`config.mk`:
```
export PLATFORM = sky130hd
export DESIGN_NAME = mii_mac_tx_flat
export DESIGN_NICKNAME = d
export VERILOG_FILES = /design/src/rtl/mii_mac_tx_if.sv /design/src/rtl/mii_mac_tx.sv /design/src/flat_wrapper.sv
export SDC_FILE = /design/constraint.sdc
export NUM_CORES = 1
export LEC_CHECK = 0
export BUFFER_PORTS_ARGS = -buffer_cell sky130_fd_sc_hd__buf_2
export CAP_MARGIN = 40
export CORE_AREA = 3 3 133 135
export DETAILED_ROUTE_END_ITERATION = 7
export DIE_AREA = 0 0 136 138
export GPL_ROUTABILITY_DRIVEN = 0
export PLACE_DENSITY = 0.54
export SYNTH_ARGS = -nofsm -noshare
export SYNTH_HDL_FRONTEND = slang
export SYNTH_SLANG_ARGS = --single-unit
```
`constraint.sdc`:
```
create_clock -name phy_tx_clk -period 2.2 [get_ports phy_tx_clk]
set_input_delay 0.66 -clock phy_tx_clk [delete_from_list [all_inputs] [get_ports phy_tx_clk]]
set_output_delay 0.66 -clock phy_tx_clk [all_outputs]
set_load 0.05 [all_outputs]
```
`src/rtl/mii_mac_tx_if.sv`:
```
// Byte-stream handshake between the TX buffer and the MII transmit MAC.
// master = TX buffer side (drives data/valid/last), slave = MAC side (drives ready).
// A byte moves on a rising edge where tx_mac_valid and tx_mac_ready are both high.
interface mii_mac_tx_if;
    logic [7:0] tx_mac_data;
    logic       tx_mac_valid;
    logic       tx_mac_last;
    logic       tx_mac_ready;

    modport master (
        output tx_mac_data,
        output tx_mac_valid,
        output tx_mac_last,
        input  tx_mac_ready
    );

    modport slave (
        input  tx_mac_data,
        input  tx_mac_valid,
        input  tx_mac_last,
        output tx_mac_ready
    );
endinterface

```
`src/rtl/mii_mac_tx.sv`:
```
// MII transmit MAC: preamble/SFD, low-nibble-first data, zero padding, CRC-32 FCS, inter-frame gap.
// Latency: first TX_EN one edge after the IDLE cycle that samples valid; PHY outputs are registered.
// Backpressure: ready is combinational, high only on the SFD cycle and on high-nibble cycles of non-last bytes.
//
// Ports:
//   phy_tx_clk            - MII TX clock, the only clock
//   reset                 - synchronous, active-high
//   tx_mac (slave)        - byte stream from the TX buffer (data/valid/last in, ready out)
//   phy_tx_en/txd/tx_err  - registered MII transmit pins
//   tx_done               - one-cycle pulse on the cycle after the last FCS nibble
//   tx_underrun           - one-cycle pulse, coincident with the TX_ER nibble of an aborted frame
module mii_mac_tx #(
    parameter int MIN_FRAME   = 60,
    parameter int PAD_EN      = 1,
    parameter int IFG_NIBBLES = 24
) (
    input  logic          phy_tx_clk,
    input  logic          reset,
    mii_mac_tx_if.slave   tx_mac,
    output logic          phy_tx_en,
    output logic [3:0]    phy_txd,
    output logic          phy_tx_err,
    output logic          tx_done,
    output logic          tx_underrun
);

    typedef enum logic [2:0] {
        S_IDLE,
        S_PRE,
        S_DATA,
        S_PAD,
        S_FCS,
        S_UNDR,
        S_IFG
    } state_t;

    localparam logic [10:0] MIN_CNT  = 11'(MIN_FRAME);
    localparam logic [10:0] CNT_MAX  = 11'h7FF;
    // The IDLE cycle that picks up a waiting frame also emits an idle nibble,
    // so the IFG state itself lasts one cycle less than the gap seen on the pins.
    localparam logic [15:0] IFG_LAST = 16'((IFG_NIBBLES >= 2) ? (IFG_NIBBLES - 2) : 0);

    // Reflected CRC-32 (poly EDB88320), one byte, LSB first.
    function automatic logic [31:0] crc_byte(input logic [31:0] c, input logic [7:0] d);
        logic [31:0] r;
        r = c;
        for (int i = 0; i < 8; i++) begin
            r = (r >> 1) ^ (((r[0] ^ d[i]) != 1'b0) ? 32'hEDB88320 : 32'h0000_0000);
        end
        return r;
    endfunction

    state_t      state_q, state_d;
    logic [15:0] nib_q, nib_d;          // preamble / FCS / IFG counter; bit 0 = high nibble in DATA/PAD
    logic [7:0]  byte_q, byte_d;        // byte currently on the wire
    logic        last_q, last_d;        // byte_q carried tx_mac_last
    logic [10:0] cnt_q, cnt_d;          // bytes sent (DA..payload/pad), saturating
    logic [31:0] crc_q, crc_d;
    logic        tx_en_q, tx_en_d;
    logic [3:0]  txd_q, txd_d;
    logic        tx_err_q, tx_err_d;
    logic        done_pend_q, done_pend_d;
    logic        tx_done_q, tx_done_d;
    logic        tx_underrun_q, tx_underrun_d;
    logic        rdy;

    logic [10:0] cnt_inc;
    logic [31:0] crc_nxt;
    logic [31:0] fcs;

    assign cnt_inc = (cnt_q == CNT_MAX) ? cnt_q : cnt_q + 11'd1;
    assign crc_nxt = crc_byte(crc_q, (state_q == S_PAD) ? 8'h00 : byte_q);
    assign fcs     = ~crc_q;

    always_comb begin
        state_d       = state_q;
        nib_d         = nib_q;
        byte_d        = byte_q;
        last_d        = last_q;
        cnt_d         = cnt_q;
        crc_d         = crc_q;
        tx_en_d       = 1'b0;
        txd_d         = 4'h0;
        tx_err_d      = 1'b0;
        done_pend_d   = 1'b0;
        tx_done_d     = done_pend_q;
        tx_underrun_d = 1'b0;
        rdy           = 1'b0;

        case (state_q)
            S_IDLE: begin
                if (tx_mac.tx_mac_valid) begin
                    state_d = S_PRE;
                    nib_d   = 16'd0;
                    cnt_d   = 11'd0;
                    crc_d   = 32'hFFFF_FFFF;
                end
            end

            S_PRE: begin
                tx_en_d = 1'b1;
                if (nib_q == 16'd15) begin
                    // SFD nibble: fetch data byte 0 now so it follows without a bubble.
                    txd_d = 4'hD;
                    rdy   = 1'b1;
                    nib_d = 16'd0;
                    if (tx_mac.tx_mac_valid) begin
                        byte_d  = tx_mac.tx_mac_data;
                        last_d  = tx_mac.tx_mac_last;
                        state_d = S_DATA;
                    end else begin
                        state_d = S_UNDR;
                    end
                end else begin
                    txd_d = 4'h5;
                    nib_d = nib_q + 16'd1;
                end
            end

            S_DATA: begin
                tx_en_d = 1'b1;
                if (!nib_q[0]) begin
                    txd_d = byte_q[3:0];
                    nib_d = 16'd1;
                end else begin
                    txd_d = byte_q[7:4];
                    nib_d = 16'd0;
                    crc_d = crc_nxt;
                    cnt_d = cnt_inc;
                    if (last_q) begin
                        state_d = ((PAD_EN != 0) && (cnt_inc < MIN_CNT)) ? S_PAD : S_FCS;
                    end else begin
                        rdy = 1'b1;
                        if (tx_mac.tx_mac_valid) begin
                            byte_d = tx_mac.tx_mac_data;
                            last_d = tx_mac.tx_mac_last;
                        end else begin
                            state_d = S_UNDR;
                        end
                    end
                end
            end

            S_PAD: begin
                tx_en_d = 1'b1;
                if (!nib_q[0]) begin
                    nib_d = 16'd1;
                end else begin
                    nib_d = 16'd0;
                    crc_d = crc_nxt;
                    cnt_d = cnt_inc;
                    if (cnt_inc >= MIN_CNT) begin
                        state_d = S_FCS;
                    end
                end
            end

            S_FCS: begin
                tx_en_d = 1'b1;
                txd_d   = fcs[{nib_q[2:0], 2'b00} +: 4];
                if (nib_q[2:0] == 3'd7) begin
                    nib_d       = 16'd0;
                    done_pend_d = 1'b1;
                    state_d     = S_IFG;
                end else begin
                    nib_d = nib_q + 16'd1;
                end
            end

            S_UNDR: begin
                // Single TX_ER nibble marks the truncated frame for the PHY.
                tx_en_d       = 1'b1;
                tx_err_d      = 1'b1;
                tx_underrun_d = 1'b1;
                nib_d         = 16'd0;
                state_d       = S_IFG;
            end

            S_IFG: begin
                if (nib_q >= IFG_LAST) begin
                    nib_d   = 16'd0;
                    state_d = S_IDLE;
                end else begin
                    nib_d = nib_q + 16'd1;
                end
            end

            default: begin
                state_d = S_IDLE;
                nib_d   = 16'd0;
            end
        endcase
    end

    always_ff @(posedge phy_tx_clk) begin
        if (reset) begin
            state_q       <= S_IDLE;
            nib_q         <= 16'd0;
            byte_q        <= 8'h00;
            last_q        <= 1'b0;
            cnt_q         <= 11'd0;
            crc_q         <= 32'hFFFF_FFFF;
            tx_en_q       <= 1'b0;
            txd_q         <= 4'h0;
            tx_err_q      <= 1'b0;
            done_pend_q   <= 1'b0;
            tx_done_q     <= 1'b0;
            tx_underrun_q <= 1'b0;
        end else begin
            state_q       <= state_d;
            nib_q         <= nib_d;
            byte_q        <= byte_d;
            last_q        <= last_d;
            cnt_q         <= cnt_d;
            crc_q         <= crc_d;
            tx_en_q       <= tx_en_d;
            txd_q         <= txd_d;
            tx_err_q      <= tx_err_d;
            done_pend_q   <= done_pend_d;
            tx_done_q     <= tx_done_d;
            tx_underrun_q <= tx_underrun_d;
        end
    end

    // Ready is held low while reset is asserted so nothing is consumed mid-reset.
    assign tx_mac.tx_mac_ready = rdy & ~reset;
    assign phy_tx_en           = tx_en_q;
    assign phy_txd             = txd_q;
    assign phy_tx_err          = tx_err_q;
    assign tx_done             = tx_done_q;
    assign tx_underrun         = tx_underrun_q;

endmodule

```
`src/flat_wrapper.sv`:
```
// flat-port wrapper written by rule: the top's interface ports become plain ports
module mii_mac_tx_flat 
#(
    parameter int MIN_FRAME   = 60,
    parameter int PAD_EN      = 1,
    parameter int IFG_NIBBLES = 24
)
  (phy_tx_clk, reset, phy_tx_en, phy_txd, phy_tx_err, tx_done, tx_underrun, tx_mac_tx_mac_data, tx_mac_tx_mac_valid, tx_mac_tx_mac_last, tx_mac_tx_mac_ready);
  mii_mac_tx_if tx_mac_i ();
  input  logic phy_tx_clk;
  input  logic reset;
  output logic phy_tx_en;
  output logic [3:0] phy_txd;
  output logic phy_tx_err;
  output logic tx_done;
  output logic tx_underrun;
  input wire logic [$bits(tx_mac_i.tx_mac_data)-1:0] tx_mac_tx_mac_data;
  input wire logic [$bits(tx_mac_i.tx_mac_valid)-1:0] tx_mac_tx_mac_valid;
  input wire logic [$bits(tx_mac_i.tx_mac_last)-1:0] tx_mac_tx_mac_last;
  output wire logic [$bits(tx_mac_i.tx_mac_ready)-1:0] tx_mac_tx_mac_ready;
  assign tx_mac_i.tx_mac_data = tx_mac_tx_mac_data;
  assign tx_mac_i.tx_mac_valid = tx_mac_tx_mac_valid;
  assign tx_mac_i.tx_mac_last = tx_mac_tx_mac_last;
  assign tx_mac_tx_mac_ready = tx_mac_i.tx_mac_ready;
  mii_mac_tx #(.MIN_FRAME(MIN_FRAME), .PAD_EN(PAD_EN), .IFG_NIBBLES(IFG_NIBBLES)) u_core (.phy_tx_clk(phy_tx_clk), .reset(reset), .tx_mac(tx_mac_i), .phy_tx_en(phy_tx_en), .phy_txd(phy_txd), .phy_tx_err(phy_tx_err), .tx_done(tx_done), .tx_underrun(tx_underrun));
endmodule
```
# == Yosys cells after proc, flatten, opt, wreduce, memory -nomap -nowiden ==
# Cells that the tools add are included.
# Widths: inputs -> output; s select.
# classes
n_addsub,2
order_cmp,3
eq_ne,20
n_shift,1
muxes,55
bitwise_logic,20
reduce_logical,10
# ops
cell,n
$mux 32,10
$xor 31x32->32,8
$pmux 16 s5,1
$mux 16,4
$pmux 32 s2,1
$mux 8,5
$mux 11,3
$mux 3,11
$not 32->32,1
$shiftx 32x6->4,1
$pmux 11 s2,1
$pmux 3 s7,1
$add 16x1->16 const B,1
$eq 16x4->1 const B,1
$ge 16x5->1 const B,1
$pmux 8 s2,1
$eq 3x3->1 const B,4
$mux 1,12
$ne 2x1->1 const B,6
$pmux 4 s3,1
$add 11x1->11 const B,1
$eq 11x11->1 const B,1
$ge 11x6->1 const B,1
$lt 11x6->1 const B,1
16 further kinds,33
# totals
ff_bits,79
input_bits,12
out_inout_bits,9

# == Logic depth before layout (Yosys ltp) ==
# Gate-level depths: netlist (run 1).
# depth
ltp_word,28
ltp_mapped,10
mapped_depth_nobuf,9

# == Worst setup path after synthesis (run 1) ==
# OpenSTA, ideal clock, no wires.
# synth_path
kind,reg2out
from,reg u_core.nib_q[2]
to,out tx_mac_tx_mac_ready
arrival_time_ps,1847
slack_ps,-307
path_stages_with_launch,6
n_path_buf,1
cell_sequence,dfxtp_1 > clkbuf_1 > nand3_1 > or3_1 > nor3_1 > o21a_1
# synth_between
elab_chain_len,4
# synth_rtl
element,line,rtl
"start, declared",mii_mac_tx.sv:54,"logic [15:0] nib_q, nib_d;"
"start signal, assigned",mii_mac_tx.sv:211,nib_q <= nib_d;
$eq 16x4->1,mii_mac_tx.sv:102,if (nib_q == 16'd15) begin
$mux 1,mii_mac_tx.sv:102,
$pmux 1 s2,mii_mac_tx.sv:90,case (state_q)
$and 1x1->1,mii_mac_tx.sv:226,assign tx_mac.tx_mac_ready = rdy & ~reset;
"end, declared",flat_wrapper.sv:20,output wire logic [$bits(tx_mac_i.tx_mac_ready)-1:0] tx_mac_tx_mac_ready;
# No other way between the ends.

# == Worst setup path after layout (run 1) ==
# layout_path
from,reg u_core.nib_q[8]
to,out tx_mac_tx_mac_ready
# The elaborated chain is that of the path after synthesis.

==> summary.txt, run 1 <==
Power and ir drop
  • Sequential power share: 29.5%
  • Clock power share: 26.2%
  • Gate power share: 44.3%
  • Switching share of power: 36.8%
  • Switching pwr: 2.14 mW
  • Leakage Power: 2.34 nW
  • Maximum VDD drop: 0.000458 V
  • Internal: 3.67 mW
  • Design Power: 5.81 mW
  • Power per Cell Area: 941 nW/um2

Drt
  • Avg WL per Cell: 15.4 um
  • Drt first pass iters: 4
  • DR iter-0 viols: 261
  • Via/cell ratio: 4.98
  • Wirelength, routed: 13,200 um
  • Routed vias: 4,259
  • Final routed DRC violation total: 0
  • ANT nets after route: 0

Timing
  • Period utilization: 118%
  • Setup WS post-layout: -0.387 ns
  • Maximum clock frequency: 0.387 GHz
  • Slew @ Worst Pin: 0.847 ns
  • Fin. max-slew vios: 0
  • Setup TNS: -0.770 ns
  • Endpoints failing hold: 0
  • Worst slew margin: 42.8%
  • Setup violators final: 4
  • RSZ-0062 raised after global routing: yes
  • Post-route minimum period: 2.59 ns
  • Clock skew: 0.00633 ns

Clock tree
  • CTS tree: yes
  • H-tree depth: 3
  • Clock Sinks: 79
  • TritonCTS Buffers: 9
  • Reg clk slew, reported paths: 0.06 ns
  • Root buf cell: clkbuf_16
  • Hold buffers post-CTS: 0
  • Worst-Skew Late Latency: 0.35 ns
  • CTS max path bufs: 2

Global routing
  • Initial antenna violation count: 0
  • Global-route wire length before repair: 21,700 um
  • GR Overflow Total: 0
  • Global Route Usage Sum: 14.3%
  • Largest net degree at the start of global routing: 28
  • Number of global-route vias before repair: 4,291

Synth
  • Synthesized area per cell: 8.74 um2
  • Area of the mapped netlist: 4650 um2
  • Post-synth top area cell: dfxtp_1
  • Yosys warning count: 0
  • Synth Net Count: 548
  • Number of flops mapped to enable cells by yosys: 0
  • Synth Register Bits: 79
  • Distinct cells, synth: 65
  • Synth top area share: 34.0%
  • Asr flop ratio synth: 0%
  • Seq/Total Area, Yosys: 34.0%
  • Synth Flop Type: dfxtp_1
  • Cells taking the most area after synthesis: dfxtp_1, xnor2_1, xor2_1
  • Syn Inst Count: 532

Floorplanning
  • Ports: 21
  • Die area: 18,800 um2
  • Die Ht: 138 um
  • Die width: 136 um
  • # rows: 47
  • Initial Util: 28.0%
  • Core outline area: 16,600 um2

Worst setup path
  • Crit-path max FO: 2
  • Critical path endpoint category: output pin
  • Worst Path Class, Setup: reg -> out
  • Worst EP arrival: 1.93 ns
  • Worst R2R Path Depth: 9
  • Startpoint types: flop
  • CP Data Required Time: 1.54 ns

Layout
  • Fillers: 1,708
  • Area of the multi-input gates: 3120 um2
  • Register Area: 1610 um2
  • Share of cells above drive strength 1: 31.3%
  • Layout area overhead: 32.8%
  • Antenna Cells: 0
  • Fin nets: 646

Job
  • Max Cap Viol: 0

Placement
  • Port buffer count: 20
  • HPWL after DPL: 9710 um
  • Dpl ws: -0.277 ns

Outcome
  • Run status: finished, violations left
  • Failing checks: negative setup slack

Hold path
  • Hold crit path type: reg -> reg
  • Number of cells on the worst hold path: 1
## synth_stat cells, drive strengths merged, types with 3 or more instances
cell    number
o22ai       16
o211ai       5
clkbuf      21
and2         4
nand2       61
and3         9
o32a         3
a211oi       4
xnor2       45
or4          4
nand3b       3
a21oi       29
nor4         6
xor2        36
buf          9
dfxtp       79
nor3        16
nor2        54
o21ai       20
nand2b       5
nand4        4
nand3       11
mux4         8
o221ai       3
mux2         4
mux2i       14
a41oi        4
ha           4
a31oi        8
nor2b        4
inv          5
## layout make-up
cell class / count / share of cell area [%]
Multi-Input combinational cell: 417 / 50.4
Timing Repair Buffer: 117 / 13.8
Clock buffer: 11 / 3.93
Inverter: 6 / 0.365
Clock inverter: 5 / 0.912
Sequential cell: 79 / 26.1
Tap cell: 220 / 4.46
## final timing paths
path	from	end	slack (ns)
setup / recovery	u_core.nib_q[8]	tx_mac_tx_mac_ready	-0.39
hold / removal	u_core.done_pend_q	u_core.tx_done	0.45
setup reg to reg	u_core.cnt_q[1]	u_core.state_q[0]	-0.15
hold reg to reg	u_core.done_pend_q	u_core.tx_done	0.45
## state kept, by name, summed over array words and instances, names as in the netlist
| name | flops |
|---|---|
| u_core.byte_q | 8 |
| u_core.crc_q | 32 |
| u_core.cnt_q | 11 |
| u_core.phy_txd | 4 |
| u_core.done_pend_q | 1 |
| u_core.tx_underrun | 1 |
| u_core.nib_q | 16 |
| u_core.tx_done | 1 |
| u_core.phy_tx_en | 1 |
| u_core.last_q | 1 |
| u_core.state_q | 3 |
## worst max-delay path: stages (launching register included)
cell and delay [ns]:
dfxtp_2 0.33, nor4_4 0.30, nand3_2 0.12, or3_4 0.40
nor3_4 0.14, o21a_4 0.15, buf_8 0.14
## power groups by stage
stage                     combinational (mW)  clock [mW]  sequential, mW
final                                   2.57        1.52            1.72
after global routing                    2.81        1.62            1.74
after CTS                               2.50        1.58            1.70
after detailed placement                2.47           0            1.73
after global placement                  2.44           0            1.73
after floorplan                         1.57           0            1.74
## what timing repair did
item | CTS | global route
resized for setup | 22 | 31
setup endpoints to repair | 12 | 30
setup buffers | 2 | 4
pin swaps | 7 | 17
## per-layer routing
metal | wire length, um | global-route usage (%) | up-vias
li1 | - | - | 2103
met1 | 5860 | 18.2 | 2040
met4 | 326 | 6.63 | 0
met5 | 0 | 0 | -
met3 | 610 | 2.00 | 24
met2 | 6390 | 23.8 | 92
## layout by cell type, fill, tap and decap left out, drive strengths merged, types with 4 or more instances in the layout
cell type  instances
o22ai             16
nor4               6
nand2b             5
nor2              54
a41oi              4
mux4               8
and2               4
ha                 4
nor2b              4
dfxtp             79
mux2i             14
nand4              4
a211oi             4
nor3              16
buf              117
or4                4
o211ai             5
mux2               4
a31oi              8
inv                6
xor2              36
xnor2             45
nand3             11
o21ai             20
nand2             61
and3               9
a21oi             29
clkbuf            11
## logic make-up after synthesis
logic type               count (synthesis)  share of synthesized area [%]
multiplexers                            26                           7.86
AO/OA/AOI/OAI                          111                           16.1
adder cells (fa/ha/maj)                  4                           1.08
XOR/XNOR                                83                           17.8
AND/OR/NAND/NOR                        193                           19.7
flip-flops                              79                           34.0
buffers and inverters                   36                           3.42
## metrics by stage
step | hold slack (ns) | utilization, % | cells | instance area [um2]
after floorplan | 0.414 | - | 532 | 4680
after global placement | 0.426 | 33.9 | 834 | 5620
after detailed placement | 0.436 | 33.9 | 834 | 5620
after CTS | 0.454 | 36.4 | 852 | 6030
after global routing | 0.471 | 37.2 | 855 | 6180
final | 0.448 | 37.2 | 855 | 6180
Power figures use the tool's default switching activity.
==> run 2: changes to the inputs <==
Settings changed: ABC_AREA from default to 1, CORE_AREA 3 3 133 135 to 3 3 141 143, DIE_AREA 0 0 136 138 to 0 0 144 146, PLACE_DENSITY 0.54 to 0.53.
==> run 2 against run 1 <==
Effect of this change: the run still ends with negative setup slack left; via count increased by 24%; combinational power increased by 110%; critical path depth increased by 4; non-clock buffer count decreased by 27; clock-buffer cell count increased by 2; sequential share of layout area decreased by 1.6 points; routed wire length increased by 21%; critical path type unchanged; critical endpoint unchanged.
==> summary.txt, run 2 <==
Drt
  • ANT nets after route: 0
  • Drt first pass iters: 5
  • Avg WL per Cell: 14.3 um
  • DR iter-0 viols: 282
  • Final routed DRC violation total: 0
  • Wirelength, routed: 15,900 um
  • Routed vias: 5,276
  • Via/cell ratio: 4.73

Synth
  • Post-synth top area cell: dfxtp_1
  • Synth Flop Type: dfxtp_1
  • Synth top cells by count: nand2_1, dfxtp_1, nor2_1
  • Synth Register Bits: 79
  • Syn Inst Count: 803
  • Distinct cells, synth: 48
  • Synth Net Count: 819
  • Asr flop ratio synth: 0%
  • Cells taking the most area after synthesis: dfxtp_1, nand2_1, a21oi_1
  • Area of the mapped netlist: 5200 um2
  • Synth top area share: 30.4%
  • Seq/Total Area, Yosys: 30.4%
  • Yosys warning count: 0
  • Count leader, synth: nand2_1
  • Number of flops mapped to enable cells by yosys: 0
  • Synthesized area per cell: 6.47 um2

Layout
  • Layout area overhead: 25.7%
  • Fin nets: 893
  • Share of cells above drive strength 1: 21.0%
  • Fin area: 6530 um2
  • Commonest cells after routing, fill and taps aside: nand2_1, inv_1, dfxtp_1, nor2_1, a21oi_1
  • Most common cell after layout, fill and taps aside: nand2_1
  • Number of flip-flops in the largest register: 32
  • Antenna Cells: 0
  • Post-layout util: 34.9%
  • Biggest regs: u_core.crc_q x32, u_core.nib_q x16, u_core.cnt_q x11
  • Top reg by flops: u_core.crc_q
  • Fillers: 1,971

Worst setup path
  • Worst flop-to-flop path startpoint: u_core.nib_q[0]
  • Worst Setup SP: u_core.nib_q[0]
  • Critical path endpoint category: output pin
  • Worst Path Class, Setup: reg -> out
  • Crit path buf inv count: 3
  • Crit-path cells: ha_4 -> nand3_4 -> inv_2 -> nand3_2 -> nor2_2 -> nand2_1 -> o21ai_1 -> inv_2 -> nor2_4 -> buf_8
  • CP Data Required Time: 1.54 ns
  • CP max stage delay: 0.35 ns
  • Critical path's slowest cell: dfxtp_2
  • Startpoint types: flop
  • Crit-path max FO: 2
  • Worst EP arrival: 1.67 ns
  • CP delay by family, top: simple AND/OR/NAND/NOR gates
  • CP dominant cell by count: inv_2

Placement
  • Port buffer count: 20
  • Dpl ws: -0.0297 ns
  • Post-DP Area: 5890 um2
  • HPWL after DPL: 11,600 um

Clock tree
  • H-tree depth: 3
  • Reg clk slew, reported paths: 0.06 ns
  • CTS tree: yes
  • TritonCTS Buffers: 9
  • Clock Sinks: 79
  • CTS max path bufs: 2
  • Worst-Skew Late Latency: 0.35 ns
  • Root buf cell: clkbuf_16

Floorplanning
  • Die width: 144 um
  • Ports: 21
  • # rows: 50
  • Die Ht: 146 um
  • Core outline area: 18,700 um2
  • Die area: 21,000 um2
  • Initial Util: 27.8%

Power and ir drop
  • Maximum VDD drop: 0.000539 V
  • Internal: 4.67 mW
  • Gate power share: 60.3%
  • Switching share of power: 48.2%
  • Clock power share: 15.9%
  • Switching pwr: 4.34 mW
  • Power per Cell Area: 1380 nW/um2
  • Leakage Power: 2.85 nW
  • Sequential power share: 23.8%

Global routing
  • GR Overflow Total: 0
  • Number of global-route vias before repair: 4,878
  • Global-route wire length before repair: 25,700 um
  • Largest net degree at the start of global routing: 38
  • Initial antenna violation count: 0
  • Global Route Usage Sum: 15.4%

Timing
  • Period utilization: 106%
  • Endpoints failing hold: 0
  • Setup violators final: 1
  • Fin. max-slew vios: 0
  • Post-route minimum period: 2.33 ns
  • Slew @ Worst Pin: 0.454 ns
  • Maximum clock frequency: 0.429 GHz
  • Worst slew margin: 69.5%
  • RSZ-0062 raised after global routing: yes
  • Clock skew: 0.00607 ns
  • Setup WS post-layout: -0.130 ns
  • Setup TNS: -0.130 ns

Outcome
  • Run status: finished, violations left
  • Failing checks: negative setup slack

Hold path
  • Hold crit path type: reg -> reg
  • HP Start: u_core.done_pend_q

Job
  • Max Cap Viol: 0
==> run 2: kinds of logic after synthesis <==
| logic type | share of synthesized area [%] |
|---|---|
| flip-flops | 30.4 |
| adder cells (fa/ha/maj) | 0.963 |
| buffers and inverters | 8.96 |
| XOR/XNOR | 7.97 |
| AO/OA/AOI/OAI | 17.1 |
| AND/OR/NAND/NOR | 34.6 |
==> run 2: cell type report <==
class | instances | area (um2) | area share [%]
clock inverters | 3 | 17.5 | 0.268
multi-input cells | 613 | 3350 | 51.3
inverters | 84 | 319 | 4.89
well taps | 234 | 293 | 4.48
flip-flops and latches | 79 | 1600 | 24.4
repair buffers | 90 | 697 | 10.7
clock buffers | 13 | 260 | 3.98
==> run 2: stage by stage <==
stage	total power [mW]	hold slack, ns	instances
6_report	9.01	0.427	1116
4_1_cts	8.82	0.434	1112
3_3_place_gp	7.32	0.417	1082
5_1_grt	9.77	0.464	1116
3_5_place_dp	7.33	0.426	1082
2_1_floorplan	5.73	0.388	803
==> run 2: metal layers <==
| layer | vias up | wire (um) | track usage (%) |
|---|---|---|---|
| li1 | 2763 | - | - |
| met1 | 2392 | 7780 | 22.2 |
| met2 | 103 | 7190 | 23.8 |
| met3 | 18 | 705 | 2.46 |
| met4 | 0 | 249 | 4.28 |
| met5 | - | 0 | 0 |
==> run 2: power groups by stage <==
stage          Clock (mW)  Sequential, mW  Combinational [mW]
2_1_floorplan           0            2.10                3.63
3_3_place_gp            0            2.15                5.18
3_5_place_dp            0            2.15                5.18
4_1_cts              1.47            2.13                5.22
5_1_grt              1.53            2.17                6.07
6_report             1.44            2.14                5.43
==> run 2: worst paths after layout <==
check / endpoint / slack, ns / cells past startpoint
max reg2reg: u_core.nib_q[0] / 0.09 / 13
min reg2reg: u_core.tx_done / 0.43 / 2
max: tx_mac_tx_mac_ready / -0.13 / 10
min: u_core.tx_done / 0.43 / 2
==> run 2: repair_timing <==
item                       CTS  global route
hold endpoints to repair     0             0
setup endpoints to repair    4            34
buffers inserted            14             6
pin swaps                    4            19
hold buffers                 0             0
resized for setup           21            42
==> run 2: tightest hold or removal path, stage by stage (launching register included) <==
cell     delay, ns
dfxtp_1       0.30
inv_1         0.04
nor2_1        0.04
==> run 3: changes to the inputs <==
Settings changed: BUFFER_PORTS_ARGS -buffer_cell sky130_fd_sc_hd__buf_2 to -buffer_cell sky130_fd_sc_hd__clkbuf_2, CORE_AREA 3 3 141 143 to 3 3 105 107, DIE_AREA 0 0 144 146 to 0 0 108 110, PLACE_DENSITY 0.53 to 0.8.
==> run 3 against run 2 <==
Effect of this change: the run still ends with negative setup slack left; final cell count fell by 9.1%; clock power fell by 26%; flip-flop and latch count did not move; critical path depth did not move; register-to-register slack got worse by 0.11 ns; non-clock buffer count fell by 3; clock-buffer cell count fell by 3; routed wire length fell by 5.5%; maximum frequency fell by 3.5%; design area fell by 3.4%; critical path type unchanged; highest routed layer unchanged.
==> summary.txt, run 3 (same netlist as run 2, synthesis figures left out) <==
Layout
  • Antenna Cells: 0
  • Most common cell after layout, fill and taps aside: nand2_1
  • Layout area overhead: 21.4%
  • Fin nets: 891
  • Top reg by flops: u_core.crc_q
  • Share of cells above drive strength 1: 20.9%
  • Post-layout util: 61.7%
  • Number of flip-flops in the largest register: 32
  • Commonest cells after routing, fill and taps aside: nand2_1, inv_1, dfxtp_1, a21oi_1, nor2_1
  • Biggest regs: u_core.crc_q x32, u_core.nib_q x16, u_core.cnt_q x11

Global routing
  • Global Route Usage Sum: 24.9%
  • Initial antenna violation count: 0
  • Global-route wire length before repair: 23,300 um
  • Largest net degree at the start of global routing: 34
  • GR Overflow Total: 0
  • Number of global-route vias before repair: 4,767

Worst setup path
  • Critical path endpoint category: output pin
  • Startpoint types: flop
  • R2R Setup Slk: -0.02 ns
  • Worst EP arrival: 1.76 ns
  • Worst Path Class, Setup: reg -> out
  • CP Data Required Time: 1.54 ns
  • Crit-path max FO: 2

Clock tree
  • H-tree depth: 3
  • TritonCTS Buffers: 9
  • Hold buffers post-CTS: 0
  • Root buf cell: clkbuf_8
  • CTS max path bufs: 2
  • CTS tree: yes
  • Clock Sinks: 79
  • Worst-Skew Late Latency: 0.37 ns
  • Reg clk slew, reported paths: 0.08 ns

Drt
  • Via/cell ratio: 5.49
  • DR iter-0 viols: 564
  • Final routed DRC violation total: 0
  • Drt first pass iters: 6
  • ANT nets after route: 0
  • Avg WL per Cell: 14.8 um
  • Wirelength, routed: 15,100 um
  • Routed vias: 5,571

Hold path
  • Hold crit path type: reg -> reg

Timing
  • WHS: 0.407 ns
  • Setup WS post-layout: -0.216 ns
  • RSZ-0062 raised after global routing: yes
  • Setup violators final: 2
  • Fin. max-slew vios: 0
  • Clock skew: 0.0105 ns
  • Maximum clock frequency: 0.414 GHz
  • Worst slew margin: 72.4%
  • Post-route minimum period: 2.42 ns
  • Period utilization: 110%
  • Setup TNS: -0.239 ns
  • Endpoints failing hold: 0
  • Slew @ Worst Pin: 0.411 ns

Placement
  • Port buffer count: 20
  • HPWL after DPL: 10,200 um
  • Dpl ws: -0.0414 ns

Power and ir drop
  • Sequential power share: 25.4%
  • Clock power share: 12.5%
  • Gate power share: 62.1%
  • Leakage Power: 2.80 nW
  • Maximum VDD drop: 0.000816 V
  • Switching pwr: 4.24 mW
  • Switching share of power: 50.0%
  • Power per Cell Area: 1340 nW/um2
  • Internal: 4.24 mW

Outcome
  • Failing checks: negative setup slack
  • Run status: finished, violations left

Job
  • Max Cap Viol: 0

Floorplanning
  • Die Ht: 110 um
  • Core outline area: 10,200 um2
  • Initial Util: 50.8%
  • # rows: 37
  • Ports: 21
  • Die width: 108 um
  • Die area: 11,900 um2
-- run 3: power by group through the flow --
stage	clock network (mW)	registers (mW)	logic, mW
6_report	1.06	2.16	5.26
4_1_cts	1.06	2.12	4.94
3_3_place_gp	0	2.14	4.80
2_1_floorplan	0	2.10	3.63
5_1_grt	1.12	2.18	5.80
3_5_place_dp	0	2.13	4.87
-- run 3: path summary, 6_finish.rpt --
kind,startpoint,to,cells after the start
worst max-delay path,u_core.nib_q[0],tx_mac_tx_mac_ready,10
worst min-delay path,u_core.done_pend_q,u_core.tx_done,2
worst max register to register,u_core.nib_q[0],u_core.phy_txd[3],17
worst min register to register,u_core.done_pend_q,u_core.tx_done,2
-- run 3: routing by layer --
layer | GRT usage, % | up-vias | wire length (um)
met2 | 39.0 | 251 | 6910
li1 | - | 2757 | -
met1 | 35.1 | 2527 | 6630
met3 | 3.61 | 36 | 1200
met4 | 8.30 | 0 | 314
met5 | 0 | - | 0
-- run 3: timing repair --
item,4_1_cts,5_1_grt
pin swaps,5,16
cloned,0,1
setup endpoints to repair,3,39
resized for setup,21,54
buffers inserted,17,8
-- run 3: final cells by class --
type,instances,area (um2)
Multi-Input combinational cell,613,3360
Sequential cell,79,1600
Clock inverter,5,50.0
Fill cell,843,3920
Clock buffer,10,128
Timing Repair Buffer,87,676
Timing Repair inverter,1,7.51
Tap cell,136,170
Inverter,84,320
-- run 3: per-stage QoR --
stage                     instances  cell area [um2]  total power, mW
final                          1015             6310             8.48
after global routing           1015             6310             9.11
after CTS                      1008             6070             8.12
after detailed placement        976             5680             7.01
after global placement          976             5680             6.94
after floorplan                 803             5210             5.73
-- run 3: worst max-delay path, stage by stage, from the launching register on --
cell and delay (ns):
dfxtp_4 0.38, ha_4 0.14, nand3_2 0.08, inv_2 0.08, nand3_2 0.10, nor2_4 0.12, nand2_2 0.09, o21ai_2 0.09
inv_2 0.07, nor2_4 0.09, buf_8 0.15
